`config.mk`:
```
export PLATFORM = sky130hd
export DESIGN_NAME = ls_winnow
export DESIGN_NICKNAME = d
export VERILOG_FILES = /design/src/rtl/cw_pkg.sv /design/src/rtl/ls_row_gen.sv /design/src/rtl/ls_winnow.sv
export SDC_FILE = /design/constraint.sdc
export NUM_CORES = 1
export LEC_CHECK = 0
export BUFFER_PORTS_ARGS = -buffer_cell sky130_fd_sc_hd__buf_2
export CAP_MARGIN = 30
export CORE_ASPECT_RATIO = 0.75
export CORE_UTILIZATION = 50
export DETAILED_ROUTE_END_ITERATION = 10
export GPL_ROUTABILITY_DRIVEN = 1
export PLACE_DENSITY = 0.82
export SLEW_MARGIN = 10
export SYNTH_ARGS = -nofsm -noshare
export SYNTH_HDL_FRONTEND = slang
export SYNTH_SLANG_ARGS = --single-unit
```
`constraint.sdc`:
```
create_clock -name clk -period 3.7 [get_ports clk]
set_input_delay 0.37 -clock clk [delete_from_list [all_inputs] [get_ports clk]]
set_output_delay 0.37 -clock clk [all_outputs]
set_load 0.02 [all_outputs]
```
`src/rtl/cw_pkg.sv`:
```
// rtl/cw_pkg.sv - shared state encoding and payload width for the Latin-square winnower
package cw_pkg;
  localparam int DATA_W = 8;

  typedef enum logic [1:0] {
    IDLE = 2'd0,
    LOAD = 2'd1,
    RUN  = 2'd2
  } state_e;
endpackage

```
`src/rtl/ls_row_gen.sv`:
```
// rtl/ls_row_gen.sv - builds the secret key row one entry per LOAD cycle
module ls_row_gen
  import cw_pkg::*;
#(
  parameter int lslen    = 16,
  parameter int lslenlog = 4
) (
  input  logic                               clk,
  input  logic                               rst_n,
  input  logic                               start,
  input  logic                               load_en,
  input  logic [lslenlog-1:0]                key_row,
  input  logic [lslen-1:0][lslenlog-1:0]     first_row,
  output logic [lslen-1:0][lslenlog-1:0]     row,
  output logic                               last
);
  localparam int                  PW    = 2 * lslenlog;
  localparam logic [lslenlog-1:0] J_MAX = lslenlog'(lslen - 1);

  logic [lslenlog-1:0]            j_q, j_d;
  logic [lslenlog-1:0]            key_q, key_d;
  logic [lslen-1:0][lslenlog-1:0] row_q, row_d;
  logic [PW-1:0]                  prod;
  logic [lslenlog-1:0]            entry;

  always_comb begin
    prod  = PW'(key_q) * PW'(first_row[j_q]);
    // Row 0 of the square is the shared first row itself, not the all-zero product.
    entry = (key_q == '0) ? first_row[j_q] : lslenlog'(prod % PW'(lslen));
    j_d   = j_q;
    key_d = key_q;
    row_d = row_q;
    if (start) begin
      j_d   = '0;
      key_d = key_row;
    end else if (load_en) begin
      row_d[j_q] = entry;
      j_d        = (j_q == J_MAX) ? '0 : j_q + 1'b1;
    end
  end

  always_ff @(posedge clk or negedge rst_n) begin
    if (!rst_n) begin
      j_q   <= '0;
      key_q <= '0;
      row_q <= '0;
    end else begin
      j_q   <= j_d;
      key_q <= key_d;
      row_q <= row_d;
    end
  end

  assign row  = row_q;
  assign last = load_en && !start && (j_q == J_MAX);
endmodule

```
`src/rtl/ls_winnow.sv`:
```
// rtl/ls_winnow.sv - keeps the first tag-authenticated candidate of each position group
module ls_winnow
  import cw_pkg::*;
#(
  parameter int lslen    = 16,
  parameter int lslenlog = 4
) (
  input  logic                           clk,
  input  logic                           rst_n,
  input  logic [lslen-1:0][lslenlog-1:0] firstRow,
  input  logic                           key_load,
  input  logic [lslenlog-1:0]            key_row,
  input  logic                           in_valid,
  output logic                           in_ready,
  input  logic [DATA_W-1:0]              in_data,
  input  logic [lslenlog-1:0]            in_tag,
  input  logic                           in_last,
  output logic                           out_valid,
  input  logic                           out_ready,
  output logic [DATA_W-1:0]              out_data,
  output logic [lslenlog-1:0]            out_pos,
  output logic                           out_miss,
  output logic                           out_dup,
  output logic                           out_blk_end,
  output logic                           key_ok
);
  localparam logic [lslenlog-1:0] P_MAX = lslenlog'(lslen - 1);

  state_e                         state_q, state_d;
  logic [lslenlog-1:0]            p_q, p_d;
  logic                           have_q, have_d;
  logic                           dup_q, dup_d;
  logic [DATA_W-1:0]              wheat_q, wheat_d;
  logic                           out_valid_q, out_valid_d;
  logic [DATA_W-1:0]              out_data_q, out_data_d;
  logic [lslenlog-1:0]            out_pos_q, out_pos_d;
  logic                           out_miss_q, out_miss_d;
  logic                           out_dup_q, out_dup_d;
  logic                           out_blk_end_q, out_blk_end_d;
  logic                           key_ok_q, key_ok_d;

  logic [lslen-1:0][lslenlog-1:0] row;
  logic                           gen_last;
  logic                           fire;
  logic                           wheat;

  ls_row_gen #(.lslen(lslen), .lslenlog(lslenlog)) u_row_gen (
    .clk       (clk),
    .rst_n     (rst_n),
    .start     (key_load),
    .load_en   (state_q == LOAD),
    .key_row   (key_row),
    .first_row (firstRow),
    .row       (row),
    .last      (gen_last)
  );

  assign in_ready = (state_q == RUN) && (!out_valid_q || out_ready);
  assign fire     = in_valid && in_ready;
  assign wheat    = (in_tag == row[p_q]);

  always_comb begin
    state_d       = state_q;
    p_d           = p_q;
    have_d        = have_q;
    dup_d         = dup_q;
    wheat_d       = wheat_q;
    out_valid_d   = out_valid_q;
    out_data_d    = out_data_q;
    out_pos_d     = out_pos_q;
    out_miss_d    = out_miss_q;
    out_dup_d     = out_dup_q;
    out_blk_end_d = out_blk_end_q;
    if (key_load) begin
      // Restart from any state: drop the partial group and any pending word.
      state_d     = LOAD;
      p_d         = '0;
      have_d      = 1'b0;
      dup_d       = 1'b0;
      wheat_d     = '0;
      out_valid_d = 1'b0;
    end else begin
      unique case (state_q)
        LOAD: if (gen_last) begin
          state_d = RUN;
          p_d     = '0;
        end
        RUN: begin
          if (out_valid_q && out_ready) out_valid_d = 1'b0;
          if (fire && in_last) begin
            out_valid_d   = 1'b1;
            out_data_d    = have_q ? wheat_q : (wheat ? in_data : '0);
            out_pos_d     = p_q;
            out_miss_d    = !(have_q || wheat);
            out_dup_d     = dup_q || (have_q && wheat);
            out_blk_end_d = (p_q == P_MAX);
            p_d           = (p_q == P_MAX) ? '0 : p_q + 1'b1;
            have_d        = 1'b0;
            dup_d         = 1'b0;
            wheat_d       = '0;
          end else if (fire && wheat) begin
            if (have_q) begin
              dup_d = 1'b1;
            end else begin
              have_d  = 1'b1;
              wheat_d = in_data;
            end
          end
        end
        default: ;
      endcase
    end
    key_ok_d = (state_d == RUN);
  end

  always_ff @(posedge clk or negedge rst_n) begin
    if (!rst_n) begin
      state_q       <= IDLE;
      p_q           <= '0;
      have_q        <= 1'b0;
      dup_q         <= 1'b0;
      wheat_q       <= '0;
      out_valid_q   <= 1'b0;
      out_data_q    <= '0;
      out_pos_q     <= '0;
      out_miss_q    <= 1'b0;
      out_dup_q     <= 1'b0;
      out_blk_end_q <= 1'b0;
      key_ok_q      <= 1'b0;
    end else begin
      state_q       <= state_d;
      p_q           <= p_d;
      have_q        <= have_d;
      dup_q         <= dup_d;
      wheat_q       <= wheat_d;
      out_valid_q   <= out_valid_d;
      out_data_q    <= out_data_d;
      out_pos_q     <= out_pos_d;
      out_miss_q    <= out_miss_d;
      out_dup_q     <= out_dup_d;
      out_blk_end_q <= out_blk_end_d;
      key_ok_q      <= key_ok_d;
    end
  end

  assign out_valid   = out_valid_q;
  assign out_data    = out_data_q;
  assign out_pos     = out_pos_q;
  assign out_miss    = out_miss_q;
  assign out_dup     = out_dup_q;
  assign out_blk_end = out_blk_end_q;
  assign key_ok      = key_ok_q;
endmodule

```
==> results of run 1 <==
-- registers in the layout, summed over array words and instances, names as in the netlist --
name	count
dup_q	1
have_q	1
key_ok	1
out_blk_end	1
out_data	8
out_dup	1
out_miss	1
out_pos	4
out_valid	1
p_q	4
state_q	2
u_row_gen.j_q	4
u_row_gen.key_q	4
u_row_gen.row	64
wheat_q	8
-- report_power, final --
part | leakage [nW] | internal, W | switching [W] | total, W
sequential | 1.42 | 0.00129 | 0.0000890 | 0.00138
combinational | 1.50 | 0.000364 | 0.000387 | 0.000751
clock | 0.162 | 0.000628 | 0.000421 | 0.00105
-- area by class of cell --
cell class | count | area, um2
clock buffers | 11 | 252.7
clock inverters | 5 | 77.57
fillers | 814 | 3770
inverters | 5 | 18.77
multi-input cells | 351 | 2808
flip-flops and latches | 105 | 2629
well taps | 136 | 170.2
repair buffers | 126 | 764.5
-- per-stage QoR --
| stage | util (%) | area, um2 |
|---|---|---|
| 3_3_place_gp | 59.18 | 6208 |
| 2_1_floorplan | - | 5514 |
| 4_1_cts | 62.61 | 6568 |
| 3_5_place_dp | 59.18 | 6208 |
| 6_report | 64.06 | 6720 |
| 5_1_grt | 64.06 | 6720 |
-- per-layer routing --
| layer | global-route usage [%] | vias up | routed length (um) | part of all wire, % |
|---|---|---|---|---|
| li1 | - | 2011 | - | - |
| met2 | 39.80 | 176 | 6447 | 48 |
| met4 | 7.831 | 0 | 261 | 2.0 |
| met1 | 34.10 | 2195 | 5818 | 44 |
| met3 | 5.111 | 22 | 818 | 6.1 |
| met5 | 0 | - | 0 | 0 |
-- Yosys cell counts, drive strengths merged, types with 3 or more instances --
library cell / number / area [um2]
ha: 9 / 112.6
a211oi: 3 / 22.52
and2: 11 / 68.82
dfrtp: 105 / 2628
nand3b: 8 / 60.06
nand2: 88 / 330.3
nor2: 19 / 71.32
nand2b: 3 / 18.77
inv: 5 / 18.77
a21oi: 11 / 58.81
a31oi: 11 / 68.82
o21ai: 38 / 190.2
nand4: 3 / 18.77
a22oi: 11 / 82.58
xnor2: 5 / 43.79
o31ai: 17 / 127.6
mux4: 29 / 653.1
mux2i: 15 / 150.1
mux2: 25 / 281.5
buf: 12 / 90.08
clkbuf: 18 / 67.56
a22o: 8 / 70.07
nand3: 5 / 25.02
nor2b: 8 / 50.05
o21a: 3 / 23.77
-- timing repair --
action,4_1_cts,5_1_grt
setup endpoints to repair,16,16
hold buffers,0,0
resized for setup,4,19
setup buffers,1,0
gates cloned,0,2
pin swaps,0,10
-- cells in the final DEF (no fill, tap or decap), types with 11 or more instances in the layout --
master / Yosys / layout
mux2i_1: 15 / 15
mux2_2: 25 / 25
buf_2: 6 / 102
clkbuf_16: 0 / 11
nand2_1: 88 / 87
mux4_2: 29 / 29
dfrtp_1: 105 / 104
buf_4: 2 / 17
o21ai_0: 38 / 38
a31oi_1: 11 / 11
nor2_1: 19 / 18
o31ai_1: 17 / 13
-- final timing paths --
check / cells past startpoint / end / startpoint
min in group clk: 2 / u_row_gen.key_q[2] / key_row[2]
max in group asynchronous: 2 / u_row_gen.row[49] / rst_n
max reg2reg: 14 / u_row_gen.row[27] / u_row_gen.j_q[0]
min: 1 / u_row_gen.row[34] / rst_n
min reg2reg: 2 / u_row_gen.row[1] / u_row_gen.row[1]
max: 14 / u_row_gen.row[27] / u_row_gen.j_q[0]
-- cell families after synthesis --
| logic type | synth area share (%) |
|---|---|
| AO/OA/AOI/OAI | 13.18 |
| XOR/XNOR | 1.522 |
| adder cells (fa/ha/maj) | 2.045 |
| buffers and inverters | 3.203 |
| flip-flops | 47.71 |
| multiplexers | 19.70 |
| AND/OR/NAND/NOR | 12.65 |
==> results_dict.tcl, run 1 <==
set metrics [dict create \
    initial_core_util_pct 52.50 \
    end_kind "flip-flop" \
    port_buffers 103 \
    clock-skew-final_ns 0.006711 \
    globalplace.congestion 0.8153 \
    synth_flop_cell "dfrtp_1" \
    synth_seq_cells 105 \
    crit_top_cell "ha_4" \
    slew_violations 0 \
    tightestPinTransition_ns 0.8012 \
    setup_slack_ns 0.06831 \
    die-area_um2 11440 \
    clkSinkCount 105 \
    critPathMaxStageDelay_ns 0.50 \
    cts_buffers 9 \
    yosysWarnings 0 \
    required_ns 3.95 \
    p_total_w 0.003178 \
    viasPerCell 5.959 \
    dp_hpwl_um 9623 \
    drcViolationCount 0 \
    clock_latency_ns 0.35 \
    rrSetupSlack_ns 0.07 \
    setup_violations 0 \
    dp.cells 719 \
    cts_max_path_buffers 2 \
    timing.hold.ws_ns 0.08185 \
    coreArea_um2 10490 \
    setup-tns-final_ns 0 \
    cts_tree "yes" \
    avgRoutedWirePerCell_um 18.06 \
    max_freq_mhz 275.4 \
    area_delta_synth_final_pct 22.01 \
    maxCapViolations 0 \
    crit_chain "buf_12 -> mux4_2 -> a22oi_2 -> nand2_1 -> and2_4 -> ha_4 -> ha_4 -> ha_4 -> xor2_1 -> xnor2_1 -> xnor2_1 -> xnor3_1 -> o21a_4 -> o31ai_2" \
    ioPinCount 104 \
    num_rows 32 \
    n_antenna_cell 0 \
    grt_usage_pct 24.92 \
    seq_area_frac_synth_pct 47.71 \
    fin_crit_sh_pct 98.15 \
    critPathMaxFanout 16 \
    grt_max_degree 62 \
    crit_family "XOR/XNOR gates" \
    timing_hold_violations_final 0 \
    antenna_left 0 \
    critPathLaunchType "flip-flop" \
    first_iter_violations 300 \
    outcome "completed" \
    worst_path_max_delay_cell "mux4_2" \
    syn_area_um2 5508 \
    grt_pass1_wl_um 21530 \
    syn_avg_cell_area_um2 11.22 \
    min_period_ns 3.632 \
    grt_antenna_before_repair 0 \
    worstPathArrival_ns 3.88 \
    ir_worst_vdd_mv 0.2529 \
    p_leak_nw 3.078 \
    grt_pass1_vias 4476 \
    synth_fp_nets 586 \
    cts-root-buf "clkbuf_16" \
    clk_pin_slew_ns 0.07 \
    htreeDepth 3 \
    hold_class "in2async" \
    post_synth_num_cell_types 45 \
    gr-total-overflow 0 \
    synth-edff-count 0 \
    die_w_um 123.2 \
    slew_headroom_pct 46.58 \
    power_density_nw_per_um2 472.9 \
    synthArstFlopShare_pct 100.0 \
    num_vias 4404 \
    pre_cts_ws_ns -0.06288 \
    rsz0062_at_grt "yes" \
    path_class "reg2reg" \
    die_h_um 92.90 \
    firstDrtPassIters 5 \
    drive_gt1_share_pct 36.15 \
    synthCells 491 \
    layout.nets 693 \
    fin_cells 739 \
    wl_um 13350 \
    path_buf_inv 1 \
]
No activity file was read; power rests on OpenSTA's default activity.
==> run 2: changes to the inputs <==
==> constraint.sdc (replaced) <==
create_clock -name clk -period 3.2 [get_ports clk]
set_input_delay 0.32 -clock clk [delete_from_list [all_inputs] [get_ports clk]]
set_output_delay 0.32 -clock clk [all_outputs]
set_load 0.02 [all_outputs]
==> run 2 against run 1 <==
Effect of this change: via count rose by 2.0%; core utilization grew 1.4 points; non-clock buffer count grew 12; the run now ends with negative hold slack, negative setup slack left; flip-flop and latch count unchanged; largest power group unchanged; critical path type unchanged.
==> results_dict.tcl, run 2 (same netlist as run 1, synthesis figures left out) <==
set metrics [dict create \
    outcome "finished, violations left" \
    clkSinkCount 105 \
    violations "negative hold slack, negative setup slack" \
    n_antenna_cell 0 \
    initial_core_util_pct 52.50 \
    clock-skew-final_ns 0.006461 \
    grt_pass1_wl_um 21820 \
    path_class "reg2reg" \
    rsz0062_at_grt "yes" \
    num_rows 32 \
    max_freq_mhz 268.9 \
    reg2reg_to "u_row_gen.row[11]" \
    setup_violations 16 \
    timing.hold.ws_ns -0.01959 \
    placed_cell_area_um2 6311 \
    avgRoutedWirePerCell_um 18.55 \
    rrSetupSlack_ns -0.52 \
    final_area_um2 6864 \
    coreArea_um2 10490 \
    area_delta_synth_final_pct 24.63 \
    min_period_ns 3.719 \
    p_leak_nw 3.149 \
    p_sw_share_pct 28.58 \
    die-area_um2 11440 \
    required_ns 3.43 \
    p_total_w 0.003728 \
    power.switching_w 0.001065 \
    grt_usage_pct 25.43 \
    die_h_um 92.90 \
    globalplace.congestion 0.8102 \
    die_w_um 123.2 \
    tightestPinTransition_ns 0.9994 \
    critPathMaxFanout 8 \
    worstPathArrival_ns 3.95 \
    dp_hpwl_um 9754 \
    drcViolationCount 0 \
    antenna_left 0 \
    end_kind "flip-flop" \
    r2r-start "u_row_gen.j_q[0]" \
    holdBufCountCts 0 \
    num_vias 4492 \
    crit_chain "buf_12 -> mux4_2 -> a22oi_2 -> nand2_1 -> and2_4 -> ha_4 -> ha_4 -> ha_4 -> xor2_1 -> xnor2_1 -> xnor2_1 -> xnor3_2 -> buf_6 -> nor2_4 -> clkbuf_16 -> o31ai_1" \
    firstDrtPassIters 7 \
    wl_um 13950 \
    clock_latency_ns 0.35 \
    ir_worst_vdd_mv 0.3668 \
    clk_pin_slew_ns 0.07 \
    pwr-share-comb_pct 25.2 \
    critPathLaunchType "flip-flop" \
    setup_slack_ns -0.5189 \
    timing_hold_violations_final 9 \
    layout.nets 706 \
    worst_path_max_delay_cell "mux4_2" \
    final_cell_mix "dfrtp_1 (102), buf_2 (102), nand2_1 (88), o21ai_0 (38), mux4_2 (29)" \
    viasPerCell 5.973 \
    port_buffers 103 \
    ioPinCount 104 \
    drive_gt1_share_pct 38.80 \
    power_density_nw_per_um2 543.1 \
    grt_antenna_before_repair 0 \
    grt_max_degree 106 \
    hold_class "in2async" \
    p_clk_share_pct 32.0 \
    htreeDepth 3 \
    cts_max_path_buffers 2 \
    largest_reg_flops 64 \
    fill_cells 777 \
    maxCapViolations 0 \
    gr-total-overflow 0 \
    cts_buffers 9 \
    crit_top_cell "ha_4" \
    cts_tree "yes" \
    p_int_w 0.002663 \
    critPathMaxStageDelay_ns 0.49 \
    grt_pass1_vias 4356 \
    slew_headroom_pct 32.76 \
    reg2reg_depth 16 \
    first_iter_violations 353 \
    fin_crit_sh_pct 116.2 \
    cts-root-buf "clkbuf_16" \
    pwr-share-seq_pct 42.8 \
    slew_violations 0 \
]
[run 2: cell types whose count changed in the layout (fill, tap and decap cells not counted), moves of 2 or more]
| cell | delta |
|---|---|
| clkbuf_1 | +2 |
| buf_4 | +11 |
| dfrtp_1 | -2 |
| clkinv_2 | -2 |
| o31ai_1 | -6 |
| o31ai_2 | +6 |
[run 2: stage by stage]
step           hold slack, ns  worst slack [ns]  setup TNS [ns]  utilization [%]  std cells
2_1_floorplan         0.02441           -0.3981          -5.574                -        491
5_1_grt               0.04850           -0.6557          -10.17            65.43        752
3_5_place_dp           0.4321           -0.5730          -8.199            60.16        730
3_3_place_gp           0.4282           -0.3855          -5.933            60.16        730
4_1_cts               0.06069           -0.4573          -6.979            63.45        746
6_report             -0.01959           -0.5189          -7.947            65.43        752
[run 2: layout make-up]
class                   instances  area, um2  share of cell area (%)
flip-flops and latches        105       2634                   38.37
well taps                     136      170.2                   2.479
repair buffers                138      862.1                   12.56
inverters                       5      18.77                  0.2734
clock buffers                  12      246.5                   3.591
multi-input cells             352       2856                   41.62
clock inverters                 4      76.32                   1.112
[run 2: how the worst max path moves through the flow]
stage | startpoint | endpoint | slack [ns] | depth (start not counted)
2_1_floorplan | u_row_gen.j_q[0] | u_row_gen.row[31] | -0.40 | 15
3_3_place_gp | u_row_gen.j_q[0] | u_row_gen.row[3] | -0.39 | 14
3_5_place_dp | u_row_gen.j_q[0] | u_row_gen.row[31] | -0.57 | 14
4_1_cts | u_row_gen.j_q[0] | u_row_gen.row[11] | -0.46 | 14
5_1_grt | u_row_gen.j_q[0] | u_row_gen.row[11] | -0.66 | 16
6_report | u_row_gen.j_q[0] | u_row_gen.row[11] | -0.52 | 16
[run 2: what timing repair did]
action | CTS | global route
resized for setup | 5 | 27
cloned | 0 | 3
setup buffers | 0 | 2
pin swaps | 1 | 8
endpoints found under the setup margin | 23 | 23
hold endpoints to repair | 0 | 0
[run 2: power groups by stage]
stage                     combinational, W  sequential (W)  clock, W
final                             0.000941         0.00160   0.00119
after floorplan                   0.000534         0.00157         0
after detailed placement          0.000787         0.00161         0
after global placement            0.000746         0.00160         0
after global routing               0.00103         0.00161   0.00126
after CTS                         0.000809         0.00159   0.00121
[run 2: per-layer routing]
layer	GRT usage [%]	part of all wire (%)	vias up
met3	6.466	7.0	22
met4	6.325	1.4	0
met5	0	0	-
met1	34.63	42	2223
met2	40.64	49	214
li1	-	-	2033
[run 2: critical path, delay by kind of cell (launching register included)]
family          cells  cell delay, ns
xor+xnor            4            0.90
buf+inv             3            0.47
fa+ha+maj           3            0.61
mux                 1            0.49
flops               1            0.43
compound gates      2            0.27
simple gates        3            0.43
